**src/rtl/stp_ctrl.sv**
```systemverilog
// stp_ctrl: two-phase stepper motor controller with homing against a near
// limit switch, absolute moves, limit-switch protection and a sticky ERROR
// state. Phase outputs follow the quadrature order 00->10->11->01 for CW.
module stp_ctrl #(
  parameter int STEP_PERIOD_CYCLES = 2400,
  parameter int POSITION_BITS      = 11,
  parameter int HOME_TIMEOUT_STEPS = 1100
) (
  input  logic                     clock,
  input  logic                     reset,
  input  logic                     cmd_valid,
  output logic                     cmd_ready,
  input  logic                     cmd_home,
  input  logic [POSITION_BITS-1:0] cmd_target,
  input  logic                     limit_sw_near_in,
  input  logic                     limit_sw_far_in,
  input  logic                     error_clear_in,
  output logic                     stp_en_out,
  output logic                     stp_pa_out,
  output logic                     stp_pb_out,
  output logic [POSITION_BITS-1:0] position_out,
  output logic                     homed_out,
  output logic                     busy_out,
  output logic                     done_out,
  output logic                     error_out
);

  localparam int TICK_W = $clog2(STEP_PERIOD_CYCLES);
  localparam int HOME_W = $clog2(HOME_TIMEOUT_STEPS + 1);
  localparam logic [TICK_W-1:0]        TICK_LAST  = TICK_W'(STEP_PERIOD_CYCLES - 1);
  localparam logic [TICK_W-1:0]        TICK_ONE   = TICK_W'(1);
  localparam logic [HOME_W-1:0]        HOME_LIMIT = HOME_W'(HOME_TIMEOUT_STEPS);
  localparam logic [HOME_W-1:0]        HOME_ONE   = HOME_W'(1);
  localparam logic [POSITION_BITS-1:0] POS_ZERO   = {POSITION_BITS{1'b0}};
  localparam logic [POSITION_BITS-1:0] POS_ONE    = POSITION_BITS'(1);

  typedef enum logic [2:0] {
    ST_IDLE         = 3'd0,
    ST_HOME_SEEK    = 3'd1,
    ST_HOME_BACKOFF = 3'd2,
    ST_MOVE         = 3'd3,
    ST_ERROR        = 3'd4
  } state_t;

  // Phase index 0..3 maps onto the {pa,pb} quadrature code.
  function automatic logic [1:0] phase_code(input logic [1:0] idx);
    case (idx)
      2'd0:    phase_code = 2'b00;
      2'd1:    phase_code = 2'b10;
      2'd2:    phase_code = 2'b11;
      2'd3:    phase_code = 2'b01;
      default: phase_code = 2'b00;
    endcase
  endfunction

  state_t                     state_r, state_nxt_s;
  logic                       near_meta_r, near_sync_r, far_meta_r, far_sync_r;
  logic [TICK_W-1:0]          tick_cnt_r;
  logic [HOME_W-1:0]          home_cnt_r;
  logic [POSITION_BITS-1:0]   target_r, position_r;
  logic [1:0]                 phase_idx_r, phase_idx_nxt_s;
  logic                       cmd_ready_r, en_r, pa_r, pb_r, homed_r, busy_r, done_r, error_r;
  logic                       accept_s, active_s, tick_s;
  logic                       step_cw_s, step_ccw_s, done_s;

  assign accept_s = cmd_valid & cmd_ready_r;
  assign active_s = (state_r == ST_HOME_SEEK) || (state_r == ST_HOME_BACKOFF) || (state_r == ST_MOVE);
  assign tick_s   = active_s && (tick_cnt_r == TICK_LAST);

  // Two-flop synchronizers for the asynchronous limit switches.
  always_ff @(posedge clock or posedge reset) begin
    if (reset) begin
      near_meta_r <= 1'b0;
      near_sync_r <= 1'b0;
      far_meta_r  <= 1'b0;
      far_sync_r  <= 1'b0;
    end else begin
      near_meta_r <= limit_sw_near_in;
      near_sync_r <= near_meta_r;
      far_meta_r  <= limit_sw_far_in;
      far_sync_r  <= far_meta_r;
    end
  end

  // State register.
  always_ff @(posedge clock or posedge reset) begin
    if (reset) begin
      state_r <= ST_IDLE;
    end else begin
      state_r <= state_nxt_s;
    end
  end

  // Next-state decision; limits and position are only looked at on a tick.
  always_comb begin
    state_nxt_s = state_r;
    case (state_r)
      ST_IDLE: begin
        if (!accept_s)                      state_nxt_s = ST_IDLE;
        else if (cmd_home)                  state_nxt_s = near_sync_r ? ST_HOME_BACKOFF : ST_HOME_SEEK;
        else if (!homed_r)                  state_nxt_s = ST_ERROR;
        else if (cmd_target == position_r)  state_nxt_s = ST_IDLE;
        else                                state_nxt_s = ST_MOVE;
      end
      ST_HOME_SEEK: begin
        if (!tick_s)                        state_nxt_s = ST_HOME_SEEK;
        else if (near_sync_r)               state_nxt_s = ST_HOME_BACKOFF;
        else if (home_cnt_r == HOME_LIMIT)  state_nxt_s = ST_ERROR;
        else                                state_nxt_s = ST_HOME_SEEK;
      end
      ST_HOME_BACKOFF: begin
        if (tick_s && !near_sync_r)         state_nxt_s = ST_IDLE;
        else                                state_nxt_s = ST_HOME_BACKOFF;
      end
      ST_MOVE: begin
        if (!tick_s)                        state_nxt_s = ST_MOVE;
        else if (position_r == target_r)    state_nxt_s = ST_IDLE;
        else if (target_r > position_r)     state_nxt_s = far_sync_r ? ST_ERROR : ST_MOVE;
        else if (near_sync_r || (position_r == POS_ZERO)) state_nxt_s = ST_ERROR;
        else                                state_nxt_s = ST_MOVE;
      end
      ST_ERROR: begin
        if (error_clear_in)                 state_nxt_s = ST_IDLE;
        else                                state_nxt_s = ST_ERROR;
      end
      default:                              state_nxt_s = ST_IDLE;
    endcase
  end

  // Per-cycle actions: which way to step and when a command completes.
  always_comb begin
    step_cw_s  = 1'b0;
    step_ccw_s = 1'b0;
    done_s     = 1'b0;
    case (state_r)
      ST_IDLE: begin
        if (accept_s && !cmd_home && homed_r && (cmd_target == position_r)) done_s = 1'b1;
        else done_s = 1'b0;
      end
      ST_HOME_SEEK: begin
        if (tick_s && !near_sync_r && (home_cnt_r != HOME_LIMIT)) step_ccw_s = 1'b1;
        else step_ccw_s = 1'b0;
      end
      ST_HOME_BACKOFF: begin
        if (tick_s && near_sync_r)  step_cw_s = 1'b1;
        else if (tick_s)            done_s    = 1'b1;
        else                        step_cw_s = 1'b0;
      end
      ST_MOVE: begin
        if (!tick_s)                           done_s     = 1'b0;
        else if (position_r == target_r)       done_s     = 1'b1;
        else if (target_r > position_r)        step_cw_s  = !far_sync_r;
        else                                   step_ccw_s = !near_sync_r && (position_r != POS_ZERO);
      end
      ST_ERROR:                                done_s     = 1'b0;
      default:                                 done_s     = 1'b0;
    endcase
  end

  // Next phase index: one quarter turn per step, held otherwise.
  always_comb begin
    phase_idx_nxt_s = phase_idx_r;
    if (step_cw_s)       phase_idx_nxt_s = phase_idx_r + 2'd1;
    else if (step_ccw_s) phase_idx_nxt_s = phase_idx_r - 2'd1;
    else                 phase_idx_nxt_s = phase_idx_r;
  end

  // Datapath and registered outputs; all flags follow the next state.
  always_ff @(posedge clock or posedge reset) begin
    if (reset) begin
      tick_cnt_r  <= {TICK_W{1'b0}};
      home_cnt_r  <= {HOME_W{1'b0}};
      target_r    <= POS_ZERO;
      position_r  <= POS_ZERO;
      phase_idx_r <= 2'd0;
      pa_r        <= 1'b0;
      pb_r        <= 1'b0;
      cmd_ready_r <= 1'b1;
      en_r        <= 1'b0;
      homed_r     <= 1'b0;
      busy_r      <= 1'b0;
      done_r      <= 1'b0;
      error_r     <= 1'b0;
    end else begin
      if (accept_s)                  tick_cnt_r <= {TICK_W{1'b0}};
      else if (tick_s || !active_s)  tick_cnt_r <= {TICK_W{1'b0}};
      else                           tick_cnt_r <= tick_cnt_r + TICK_ONE;

      if (accept_s)                  home_cnt_r <= {HOME_W{1'b0}};
      else if (step_ccw_s && (state_r == ST_HOME_SEEK)) home_cnt_r <= home_cnt_r + HOME_ONE;
      else                           home_cnt_r <= home_cnt_r;

      if (accept_s)                  target_r <= cmd_target;
      else                           target_r <= target_r;

      // Position is only tracked once homed; homing re-zeroes it at the end.
      if ((state_r == ST_HOME_BACKOFF) && done_s)      position_r <= POS_ZERO;
      else if ((state_r == ST_MOVE) && step_cw_s)      position_r <= position_r + POS_ONE;
      else if ((state_r == ST_MOVE) && step_ccw_s)     position_r <= position_r - POS_ONE;
      else                                             position_r <= position_r;

      phase_idx_r <= phase_idx_nxt_s;
      {pa_r, pb_r} <= phase_code(phase_idx_nxt_s);

      if (state_nxt_s == ST_ERROR)                 homed_r <= 1'b0;
      else if (accept_s && cmd_home)               homed_r <= 1'b0;
      else if ((state_r == ST_HOME_BACKOFF) && done_s) homed_r <= 1'b1;
      else                                         homed_r <= homed_r;

      if (state_nxt_s == ST_ERROR)   en_r <= 1'b0;
      else if (accept_s)             en_r <= 1'b1;
      else                           en_r <= en_r;

      cmd_ready_r <= (state_nxt_s == ST_IDLE) && !accept_s;
      busy_r      <= (state_nxt_s == ST_HOME_SEEK) || (state_nxt_s == ST_HOME_BACKOFF) ||
                     (state_nxt_s == ST_MOVE);
      error_r     <= (state_nxt_s == ST_ERROR);
      done_r      <= done_s;
    end
  end

  assign cmd_ready    = cmd_ready_r;
  assign stp_en_out   = en_r;
  assign stp_pa_out   = pa_r;
  assign stp_pb_out   = pb_r;
  assign position_out = position_r;
  assign homed_out    = homed_r;
  assign busy_out     = busy_r;
  assign done_out     = done_r;
  assign error_out    = error_r;

endmodule

```
**config.mk**
```make
export PLATFORM = sky130hd
export DESIGN_NAME = stp_ctrl
export DESIGN_NICKNAME = d
export VERILOG_FILES = /design/src/rtl/stp_ctrl.sv
export SDC_FILE = /design/constraint.sdc
export NUM_CORES = 1
export LEC_CHECK = 0
export ABC_AREA = 1
export CORE_MARGIN = 3
export CORE_UTILIZATION = 35
export CTS_BUF_LIST = sky130_fd_sc_hd__clkbuf_4
export DETAILED_ROUTE_END_ITERATION = 8
export PLACE_DENSITY = 0.5
export SYNTH_ARGS = -nofsm -noshare
export SYNTH_HDL_FRONTEND = slang
export SYNTH_SLANG_ARGS = --single-unit
export TNS_END_PERCENT = 100
```
**constraint.sdc**
```tcl
create_clock -name clock -period 6.7 [get_ports clock]
set_input_delay 0.67 -clock clock [delete_from_list [all_inputs] [get_ports clock]]
set_output_delay 0.67 -clock clock [all_outputs]
set_load 0.1 [all_outputs]
```
==> impl_metrics.tcl, run 1 <==
set metrics [dict create \
    cts_tree "built" \
    cts_root_buf "sky130_fd_sc_hd__clkbuf_4" \
    timing.final.crit_share_pct 50.2 \
    maxSlewHeadroom_pct 34.2 \
    worstSkewPairLatency_ns 0.42 \
    grt_antenna_before_repair 0 \
    number_of_buffers_inserted_during_clock_tree_synthesis 9 \
    cap_viol_max_count 0 \
    power_density_over_the_cells_nw_per_um2 256 \
    gr-usage-met1_pct 21.5 \
    wl_per_cell_um 13.4 \
    routability_driven_placement_congestion_ratio 0.831 \
    cts.reportedPaths.clkPinSlew_ns 0.13 \
    worstPathMaxFanout 13 \
    starting_density_pct 36.1 \
    yosys_register_bits 62 \
    setup_viol_count_final 0 \
    drive_above_1_share_pct 10.4 \
    groute.usage.overall_pct 16.1 \
    placementRows 38 \
    setup-tns-final_ns 0 \
    cts.htree.levels 3 \
    p_int_uw 713 \
    globalRouteMet2Util_pct 26.7 \
    worst_slew_pin_slew_ns 0.984 \
    cts_post_setup_buffers_inserted 0 \
    criticalPathCategory "flip-flop to flip-flop" \
    yosys_warnings 0 \
    seq_power_share_pct 39.3 \
    drt_initial_violations 169 \
    viasPerCell 4.71 \
    top_usage_layer "met2" \
    ys_seq_area_share_pct 39.3 \
    grt_first_pass_wirelength_um 16300 \
    critical_path.startpoint_type "flip-flop" \
    hold_viol_final 0 \
    die-area_um2 12600 \
    synthToLayoutAreaGrowth_pct 17.7 \
    chipWidth_um 112 \
    vertical_extent_of_the_die_um 112 \
    clock_sink_count 62 \
    gr-total-overflow 0 \
    worst_ir_drop_vdd_uv 112 \
    detail-route-antenna-nets 0 \
    unrepaired_setup_endpoints_after_global_routing "false" \
    nFillCells 1161 \
    comb_power_share_pct 34.8 \
    postSynth.topFlopCell "sky130_fd_sc_hd__dfrtp_1" \
    remaining_drc_errors 0 \
    grt_start_max_net_pins 63 \
    cts_resized 0 \
    placedCellCount 689 \
    finalInstanceArea_um2 4650 \
    post_synth_inst_count 515 \
    dp_hpwl_um 7150 \
    p_leak_uw 0.00233 \
    count_of_flip_flops_with_a_built_in_enable_after_synthesis 0 \
    fin_total_pwr_uw 1190 \
    sw_frac_of_total_pct 40.0 \
    finalMaxSlewViolations 0 \
    io_buffer_count 36 \
    final-instance-count-excl-fill 705 \
    synth_nets 560 \
    core_area_um2 10900 \
    netSwitchingPower_uw 476 \
    holdCritPathClass "flip-flop to flip-flop" \
    cts.hold.buffers_added 0 \
    wl_um 9440 \
    grt.met3_usage_pct 3.45 \
    n_antenna_cell 0 \
    clock.fmax_mhz 297 \
    ioPinCount 37 \
    outcome "complete, no violations" \
    dp_worst_setup_slack_ns 3.31 \
    share_of_flip_flops_with_an_asynchronous_set_or_reset_after_synthesis_pct 100 \
    netlist_area_before_placement_um2 3950 \
    timing.final.crit_period_ns 3.36 \
    detailed_place.area_um2 4480 \
    category_of_the_worst_setup_path_capture_point "flip-flop" \
    routed-via-count 3323 \
    p_clk_share_pct 25.9 \
    finalWorstSetupSlack_ns 3.34 \
    timing.clock.skew_ns 0.0193 \
    number_of_global_route_vias_before_repair 3336 \
    cts_max_path_buffers 2 \
    cp_data_required_time_ns 7.02 \
    critical_path_arrival_ns 3.68 \
    postSynthAreaPerCell_um2 7.67 \
    drt_first_pass_iters 4 \
    yosys.cell_types.count 39 \
    finalNetCount 605 \
]
-- cell families (layout without fill, tap and decap cells) --
family / after synthesis / in the layout / synth area share, %
AND/OR/NAND/NOR: 266 / 266 / 31.6
buffers and inverters: 87 / 137 / 8.45
flip-flops: 62 / 62 / 39.3
AO/OA/AOI/OAI: 52 / 52 / 7.31
adder cells (fa/ha/maj): 27 / 27 / 8.74
XOR/XNOR: 21 / 21 / 4.65
-- worst paths after layout --
| path | start | end | slack [ns] | cells after the start |
|---|---|---|---|---|
| setup / recovery | position_out[7] | position_out[9] | 3.34 | 20 |
| hold / removal | far_meta_r | far_sync_r | 0.36 | 0 |
| setup reg to reg | position_out[7] | position_out[9] | 3.34 | 20 |
| hold reg to reg | far_meta_r | far_sync_r | 0.36 | 0 |
| max in group asynchronous | reset | tick_cnt_r[3] | 5.37 | 3 |
| min in group asynchronous | reset | home_cnt_r[4] | 0.79 | 3 |
-- stage by stage --
| stage | hold WS (ns) | utilization [%] |
|---|---|---|
| after floorplan | 0.331 | - |
| final | 0.365 | 42.5 |
| after CTS | 0.367 | 42.5 |
| after global placement | 0.333 | 41.0 |
| after global routing | 0.377 | 42.5 |
| after detailed placement | 0.336 | 41.0 |
-- cell type report --
class | count | area, µm² | share of cell area, %
Sequential cell | 62 | 1550 | 33.4
Inverter | 82 | 308 | 6.62
Tap cell | 140 | 175 | 3.77
Timing Repair Buffer | 39 | 383 | 8.23
Multi-Input combinational cell | 366 | 2070 | 44.4
Clock inverter | 7 | 98.8 | 2.13
Clock buffer | 9 | 67.6 | 1.45
-- registers in the layout (all words and copies together), names as in the netlist --
signal        cells
tick_cnt_r       12
home_cnt_r       11
position_out     11
target_r         11
state_r           3
phase_idx_r       2
busy_out          1
cmd_ready         1
done_out          1
error_out         1
far_meta_r        1
far_sync_r        1
homed_out         1
near_meta_r       1
near_sync_r       1
stp_en_out        1
stp_pa_out        1
stp_pb_out        1
-- power by group through the flow --
| stage | clock [µW] | sequential [µW] | combinational (µW) |
|---|---|---|---|
| after CTS | 320 | 467 | 419 |
| after global placement | 0 | 475 | 414 |
| after global routing | 338 | 473 | 474 |
| after detailed placement | 0 | 473 | 419 |
| after floorplan | 0 | 538 | 247 |
| final | 308 | 467 | 414 |
-- layer usage --
layer,routed length [µm],part of all wire [%]
met5,0,0
met4,82,0.87
met3,332,3.5
met2,4520,48
met1,4510,48
-- cell usage in the layout, fill, tap and decap left out, types with 9 or more instances in the layout --
cell type and count:
sky130_fd_sc_hd__xor2_1 16, sky130_fd_sc_hd__nand3_1 36, sky130_fd_sc_hd__inv_2 16, sky130_fd_sc_hd__nand2_1 136, sky130_fd_sc_hd__clkbuf_4 9, sky130_fd_sc_hd__clkdlybuf4s50_1 36, sky130_fd_sc_hd__dfrtp_1 61, sky130_fd_sc_hd__nor2_1 45
sky130_fd_sc_hd__ha_1 26, sky130_fd_sc_hd__a21oi_1 20, sky130_fd_sc_hd__o21ai_0 14, sky130_fd_sc_hd__nand4_1 9, sky130_fd_sc_hd__nor3_1 14, sky130_fd_sc_hd__inv_1 65
-- cell usage after synthesis (9+ instances only) --
library cell              instances  area share, %
sky130_fd_sc_hd__ha_1            26            8.2
sky130_fd_sc_hd__a21oi_1         20            2.5
sky130_fd_sc_hd__inv_2           15            1.4
sky130_fd_sc_hd__dfrtp_1         61             39
sky130_fd_sc_hd__inv_1           66            6.3
sky130_fd_sc_hd__nand2_1        136             13
sky130_fd_sc_hd__nand4_1          9            1.4
sky130_fd_sc_hd__nor2_1          45            4.3
sky130_fd_sc_hd__o21ai_0         14            1.8
sky130_fd_sc_hd__nor3_1          14            1.8
sky130_fd_sc_hd__xor2_1          16            3.5
sky130_fd_sc_hd__nand3_1         36            4.6
-- worst max-delay path: stages (launching register included) --
cell and delay, ns:
sky130_fd_sc_hd__dfrtp_1 0.53, sky130_fd_sc_hd__inv_1 0.14, sky130_fd_sc_hd__ha_1 0.34, sky130_fd_sc_hd__nand2_1 0.07
sky130_fd_sc_hd__inv_2 0.04, sky130_fd_sc_hd__nand2_1 0.07, sky130_fd_sc_hd__nor2_2 0.14, sky130_fd_sc_hd__nand2_1 0.07
sky130_fd_sc_hd__nand3_2 0.09, sky130_fd_sc_hd__nand4_2 0.38, sky130_fd_sc_hd__ha_1 0.52, sky130_fd_sc_hd__a21oi_1 0.20
sky130_fd_sc_hd__nand2_1 0.11, sky130_fd_sc_hd__nand3_1 0.10, sky130_fd_sc_hd__nand2_1 0.06, sky130_fd_sc_hd__nand2_1 0.08
sky130_fd_sc_hd__nand2_1 0.05, sky130_fd_sc_hd__nand2_1 0.07, sky130_fd_sc_hd__nand3_1 0.07, sky130_fd_sc_hd__nand3_1 0.08
sky130_fd_sc_hd__nand2_1 0.05
(Power assumes the default switching activity.)
==> inputs of run 2 (changes only) <==
clock period = 3.5 ns   (was 6.7 ns; I/O delays follow)
==> impl_metrics.tcl, run 2 (synthesized netlist as in run 1, its figures left out) <==
set metrics [dict create \
    timing.clock.skew_ns 0.0228 \
    finalNetCount 612 \
    criticalPathCategory "flip-flop to flip-flop" \
    cts_root_buf "sky130_fd_sc_hd__clkbuf_4" \
    number_of_global_route_vias_before_repair 3410 \
    wl_um 9740 \
    timing.final.crit_share_pct 85.8 \
    routed-via-count 3381 \
    layout_common_cells "sky130_fd_sc_hd__nand2_1, sky130_fd_sc_hd__inv_1, sky130_fd_sc_hd__dfrtp_1" \
    remaining_drc_errors 0 \
    placementRows 38 \
    unrepaired_setup_endpoints_after_global_routing "false" \
    setup-tns-final_ns 0 \
    drive_above_1_share_pct 11.6 \
    largest_reg_by_ff_count "tick_cnt_r" \
    worstPathMaxFanout 12 \
    detail-route-antenna-nets 0 \
    clock_sink_count 62 \
    critical_path_arrival_ns 3.35 \
    outcome "complete, no violations" \
    cts_tree "built" \
    io_buffer_count 36 \
    critical_path.startpoint_type "flip-flop" \
    cts_max_path_buffers 2 \
    clock.fmax_mhz 333 \
    cts.htree.levels 3 \
    finalInstanceArea_um2 4650 \
    die-area_um2 12600 \
    routability_driven_placement_congestion_ratio 0.822 \
    cp_data_required_time_ns 3.84 \
    largest_reg_flops 12 \
    detailed_place.area_um2 4540 \
    category_of_the_worst_setup_path_capture_point "flip-flop" \
    timing.final.crit_period_ns 3.00 \
    synthToLayoutAreaGrowth_pct 17.7 \
    grt_start_max_net_pins 63 \
    dp_hpwl_um 7450 \
    ioPinCount 37 \
    worst_slew_pin_slew_ns 1.02 \
    mostFrequentLayoutCell "sky130_fd_sc_hd__nand2_1" \
    grt_antenna_before_repair 0 \
    grt_first_pass_wirelength_um 16800 \
    starting_density_pct 36.1 \
    holdCritPathClass "input pin to flip-flop" \
    core_area_um2 10900 \
    number_of_buffers_inserted_during_clock_tree_synthesis 9 \
    cap_viol_max_count 0 \
    drt_first_pass_iters 4 \
    wl_per_cell_um 13.7 \
    worst_ir_drop_vdd_uv 179 \
    groute.usage.overall_pct 16.9 \
    chipWidth_um 112 \
    viasPerCell 4.75 \
    hold_viol_final 0 \
    setup_viol_count_final 0 \
    finalMaxSlewViolations 0 \
    worstSkewPairLatency_ns 0.44 \
    cts.reportedPaths.clkPinSlew_ns 0.12 \
    gr-total-overflow 0 \
    maxSlewHeadroom_pct 31.9 \
    vertical_extent_of_the_die_um 112 \
    p_leak_uw 0.00234 \
    cts.hold.buffers_added 0 \
    power_density_over_the_cells_nw_per_um2 452 \
    drt_initial_violations 166 \
]
==> run 2: cell type report <==
cell class / instances / area, µm²
antenna: 1 / 2.50
clock buffer: 11 / 82.6
clock inverter: 4 / 16.3
fill: 1136 / 6280
inverter: 82 / 308
multi-input combinational: 366 / 2070
sequential: 62 / 1560
tap: 140 / 175
timing repair buffer: 46 / 435
==> run 2: layer usage <==
layer,vias to the layer above,track usage (%),wire length (µm)
li1,1751,-,-
met2,58,25.8,4280
met3,16,5.01,450
met5,-,0,0
met4,0,5.61,205
met1,1556,23.0,4800
==> run 2: per-stage QoR <==
step	util, %	std cells	power (µW)	worst slack, ns	hold slack, ns
after floorplan	-	515	1500	0.00117	0.331
after global placement	41.5	696	1700	0.417	0.333
after detailed placement	41.5	696	1710	0.314	0.337
after CTS	42.4	711	2140	0.308	0.302
after global routing	42.5	711	2310	0.139	0.305
final	42.5	712	2100	0.497	0.352
==> run 2: where the power goes <==
| part | switching [µW] | internal (µW) | total (µW) |
|---|---|---|---|
| combinational | 549 | 249 | 798 |
| clock | 261 | 150 | 411 |
| sequential | 66.8 | 825 | 892 |
==> run 2: repair_timing <==
action,CTS,global route
buffers inserted,0,0
setup endpoints to repair,0,1
endpoints found under the hold margin,0,0
gates resized for setup,0,1
==> run 2: critical path, stage by stage (launching register included) <==
cell	delay, ns
sky130_fd_sc_hd__dfrtp_2	0.43
sky130_fd_sc_hd__inv_1	0.09
sky130_fd_sc_hd__ha_1	0.31
sky130_fd_sc_hd__nand2_1	0.06
sky130_fd_sc_hd__inv_2	0.06
sky130_fd_sc_hd__nand2_1	0.07
sky130_fd_sc_hd__nor2_2	0.13
sky130_fd_sc_hd__nand2_1	0.07
sky130_fd_sc_hd__nand3_2	0.11
sky130_fd_sc_hd__nand4_4	0.23
sky130_fd_sc_hd__ha_1	0.44
sky130_fd_sc_hd__a21oi_1	0.22
sky130_fd_sc_hd__nand2_1	0.11
sky130_fd_sc_hd__nand3_1	0.10
sky130_fd_sc_hd__nand2_1	0.06
sky130_fd_sc_hd__nand2_1	0.08
sky130_fd_sc_hd__nand2_1	0.05
sky130_fd_sc_hd__nand2_1	0.07
sky130_fd_sc_hd__nand3_1	0.07
sky130_fd_sc_hd__nand3_1	0.08
sky130_fd_sc_hd__nand2_1	0.05
==> run 2: final timing paths <==
kind | slack [ns] | from | endpoint | depth (start not counted)
max | 0.50 | position_out[10] | position_out[9] | 20
min | 0.35 | limit_sw_far_in | far_meta_r | 1
max reg2reg | 0.50 | position_out[10] | position_out[9] | 20
min reg2reg | 0.36 | near_meta_r | near_sync_r | 0
max in group asynchronous | 2.43 | reset | position_out[10] | 3
min in group asynchronous | 0.47 | reset | position_out[5] | 3
==> inputs of run 3 (changes only) <==
DONT_BUFFER_PORTS = 1   (was not set)
GPL_TIMING_DRIVEN = 1   (was not set)
PLACE_DENSITY = 0.46   (was 0.5)
==> impl_metrics.tcl, run 3 (synthesized netlist as in run 1, its figures left out) <==
set metrics [dict create \
    outcome "complete, no violations" \
    die-area_um2 12600 \
    final_util_pct 40.0 \
    netSwitchingPower_uw 860 \
    p_leak_uw 0.00226 \
    chipWidth_um 112 \
    layout_common_cells "sky130_fd_sc_hd__nand2_1, sky130_fd_sc_hd__inv_1, sky130_fd_sc_hd__dfrtp_1" \
    viasPerCell 4.73 \
    sw_frac_of_total_pct 42.4 \
    grt_first_pass_wirelength_um 16300 \
    worstSkewPairLatency_ns 0.42 \
    p_clk_share_pct 19.4 \
    comb_power_share_pct 29.4 \
    groute.usage.overall_pct 16.4 \
    cts_root_buf "sky130_fd_sc_hd__clkbuf_4" \
    dp_worst_setup_slack_ns 0.498 \
    critical_path.startpoint_type "flip-flop" \
    cts_resized 0 \
    fin_total_pwr_uw 2030 \
    drive_above_1_share_pct 13.0 \
    wl_um 9730 \
    detail-route-antenna-nets 0 \
    drt_initial_violations 151 \
    io_buffer_count 0 \
    critical_path_arrival_ns 3.34 \
    grt_antenna_before_repair 0 \
    timing.clock.skew_ns 0.0208 \
    setup_viol_count_final 0 \
    gr-total-overflow 0 \
    cp_data_required_time_ns 3.81 \
    criticalPathCategory "flip-flop to flip-flop" \
    cts_max_path_buffers 2 \
    power_density_over_the_cells_nw_per_um2 464 \
    remaining_drc_errors 0 \
    largest_reg_by_ff_count "tick_cnt_r" \
    core_area_um2 10900 \
    clock_sink_count 62 \
    p_int_uw 1170 \
    holdCritPathClass "input pin to flip-flop" \
    worstPathMaxFanout 7 \
    finalMaxSlewViolations 0 \
    critical_path.reg2reg.startpoint "position_out[10]" \
    number_of_global_route_vias_before_repair 3172 \
    timing.final.crit_share_pct 86.5 \
    cts.reportedPaths.clkPinSlew_ns 0.11 \
    ff2ff_setup_slack_ns 0.47 \
    critical_path.startpoint "position_out[10]" \
    cts_post_setup_buffers_inserted 0 \
    largest_reg_flops 12 \
    routability_driven_placement_congestion_ratio 0.793 \
    critical_path.endpoint "position_out[10]" \
    vertical_extent_of_the_die_um 112 \
    timing.rr.end "position_out[10]" \
    drt_first_pass_iters 4 \
    worst_ir_drop_vdd_uv 245 \
    reg2regPathDepth 19 \
    category_of_the_worst_setup_path_capture_point "flip-flop" \
    mostFrequentLayoutCell "sky130_fd_sc_hd__nand2_1" \
    finalInstanceArea_um2 4370 \
    maxSlewHeadroom_pct 30.8 \
    timing.final.crit_period_ns 3.03 \
    cts.hold.buffers_added 6 \
    dp_hpwl_um 7670 \
    number_of_buffers_inserted_during_clock_tree_synthesis 9 \
    routed-via-count 3242 \
    finalWorstSetupSlack_ns 0.472 \
    hold_viol_final 0 \
    detailed_place.area_um2 4220 \
    unrepaired_setup_endpoints_after_global_routing "false" \
    clock.fmax_mhz 330 \
    cts.htree.levels 3 \
    cap_viol_max_count 0 \
    finalNetCount 587 \
    starting_density_pct 36.1 \
    grt_start_max_net_pins 40 \
    placementRows 38 \
    n_antenna_cell 0 \
    worst_slew_pin_slew_ns 1.04 \
    setup-tns-final_ns 0 \
    cts_tree "built" \
    synthToLayoutAreaGrowth_pct 10.6 \
    seq_power_share_pct 51.2 \
    ioPinCount 37 \
    wl_per_cell_um 14.2 \
]
[run 3: power by group through the flow]
stage	clock network [µW]	logic, µW	registers [µW]
after floorplan	0	472	1030
after global placement	0	598	1050
after detailed placement	0	600	1050
after CTS	422	606	1040
after global routing	445	709	1050
final	393	596	1040
[run 3: worst min path at each step]
stage,endpoint,cells after the start,startpoint,slack (ns)
floorplan,far_sync_r,0,far_meta_r,0.33
global placement,far_sync_r,0,far_meta_r,0.33
detailed placement,far_sync_r,0,far_meta_r,0.35
CTS,target_r[0],2,cmd_target[0],0.009
global route,target_r[6],2,cmd_target[6],0.04
finish,target_r[0],2,cmd_target[0],0.05
[run 3: critical path, stage by stage, from the launching register on]
cell	delay [ns]
sky130_fd_sc_hd__dfrtp_2	0.37
sky130_fd_sc_hd__inv_1	0.07
sky130_fd_sc_hd__ha_1	0.30
sky130_fd_sc_hd__nand2_1	0.06
sky130_fd_sc_hd__inv_2	0.06
sky130_fd_sc_hd__nand2_1	0.07
sky130_fd_sc_hd__nor2_2	0.14
sky130_fd_sc_hd__nand2_1	0.08
sky130_fd_sc_hd__nand3_2	0.10
sky130_fd_sc_hd__nand4_2	0.24
sky130_fd_sc_hd__buf_4	0.27
sky130_fd_sc_hd__ha_1	0.32
sky130_fd_sc_hd__a21oi_1	0.20
sky130_fd_sc_hd__o21ai_0	0.15
sky130_fd_sc_hd__nand2_1	0.09
sky130_fd_sc_hd__nand3_1	0.11
sky130_fd_sc_hd__inv_1	0.08
sky130_fd_sc_hd__nand3_1	0.07
sky130_fd_sc_hd__nand3_1	0.09
sky130_fd_sc_hd__nand2_1	0.06
[run 3: metrics by stage]
stage	instances	hold WS, ns
floorplan	515	0.331
global route	685	0.0362
finish	685	0.0471
CTS	685	0.00862
global placement	665	0.333
detailed placement	665	0.348
[run 3: layer usage]
| metal | share of wire, % | wire length, µm | track usage (%) |
|---|---|---|---|
| met3 | 4.5 | 439 | 4.10 |
| met4 | 1.2 | 120 | 4.33 |
| met5 | 0 | 0 | 0 |
| met2 | 45 | 4350 | 25.3 |
| met1 | 50 | 4820 | 23.1 |
[run 3: final cells by class]
cell class	instances	area (µm²)
fill	1153	6560
multi-input combinational	366	2070
sequential	62	1560
inverter	82	308
tap	140	175
timing repair buffer	21	173
clock buffer	10	75.1
clock inverter	4	17.5
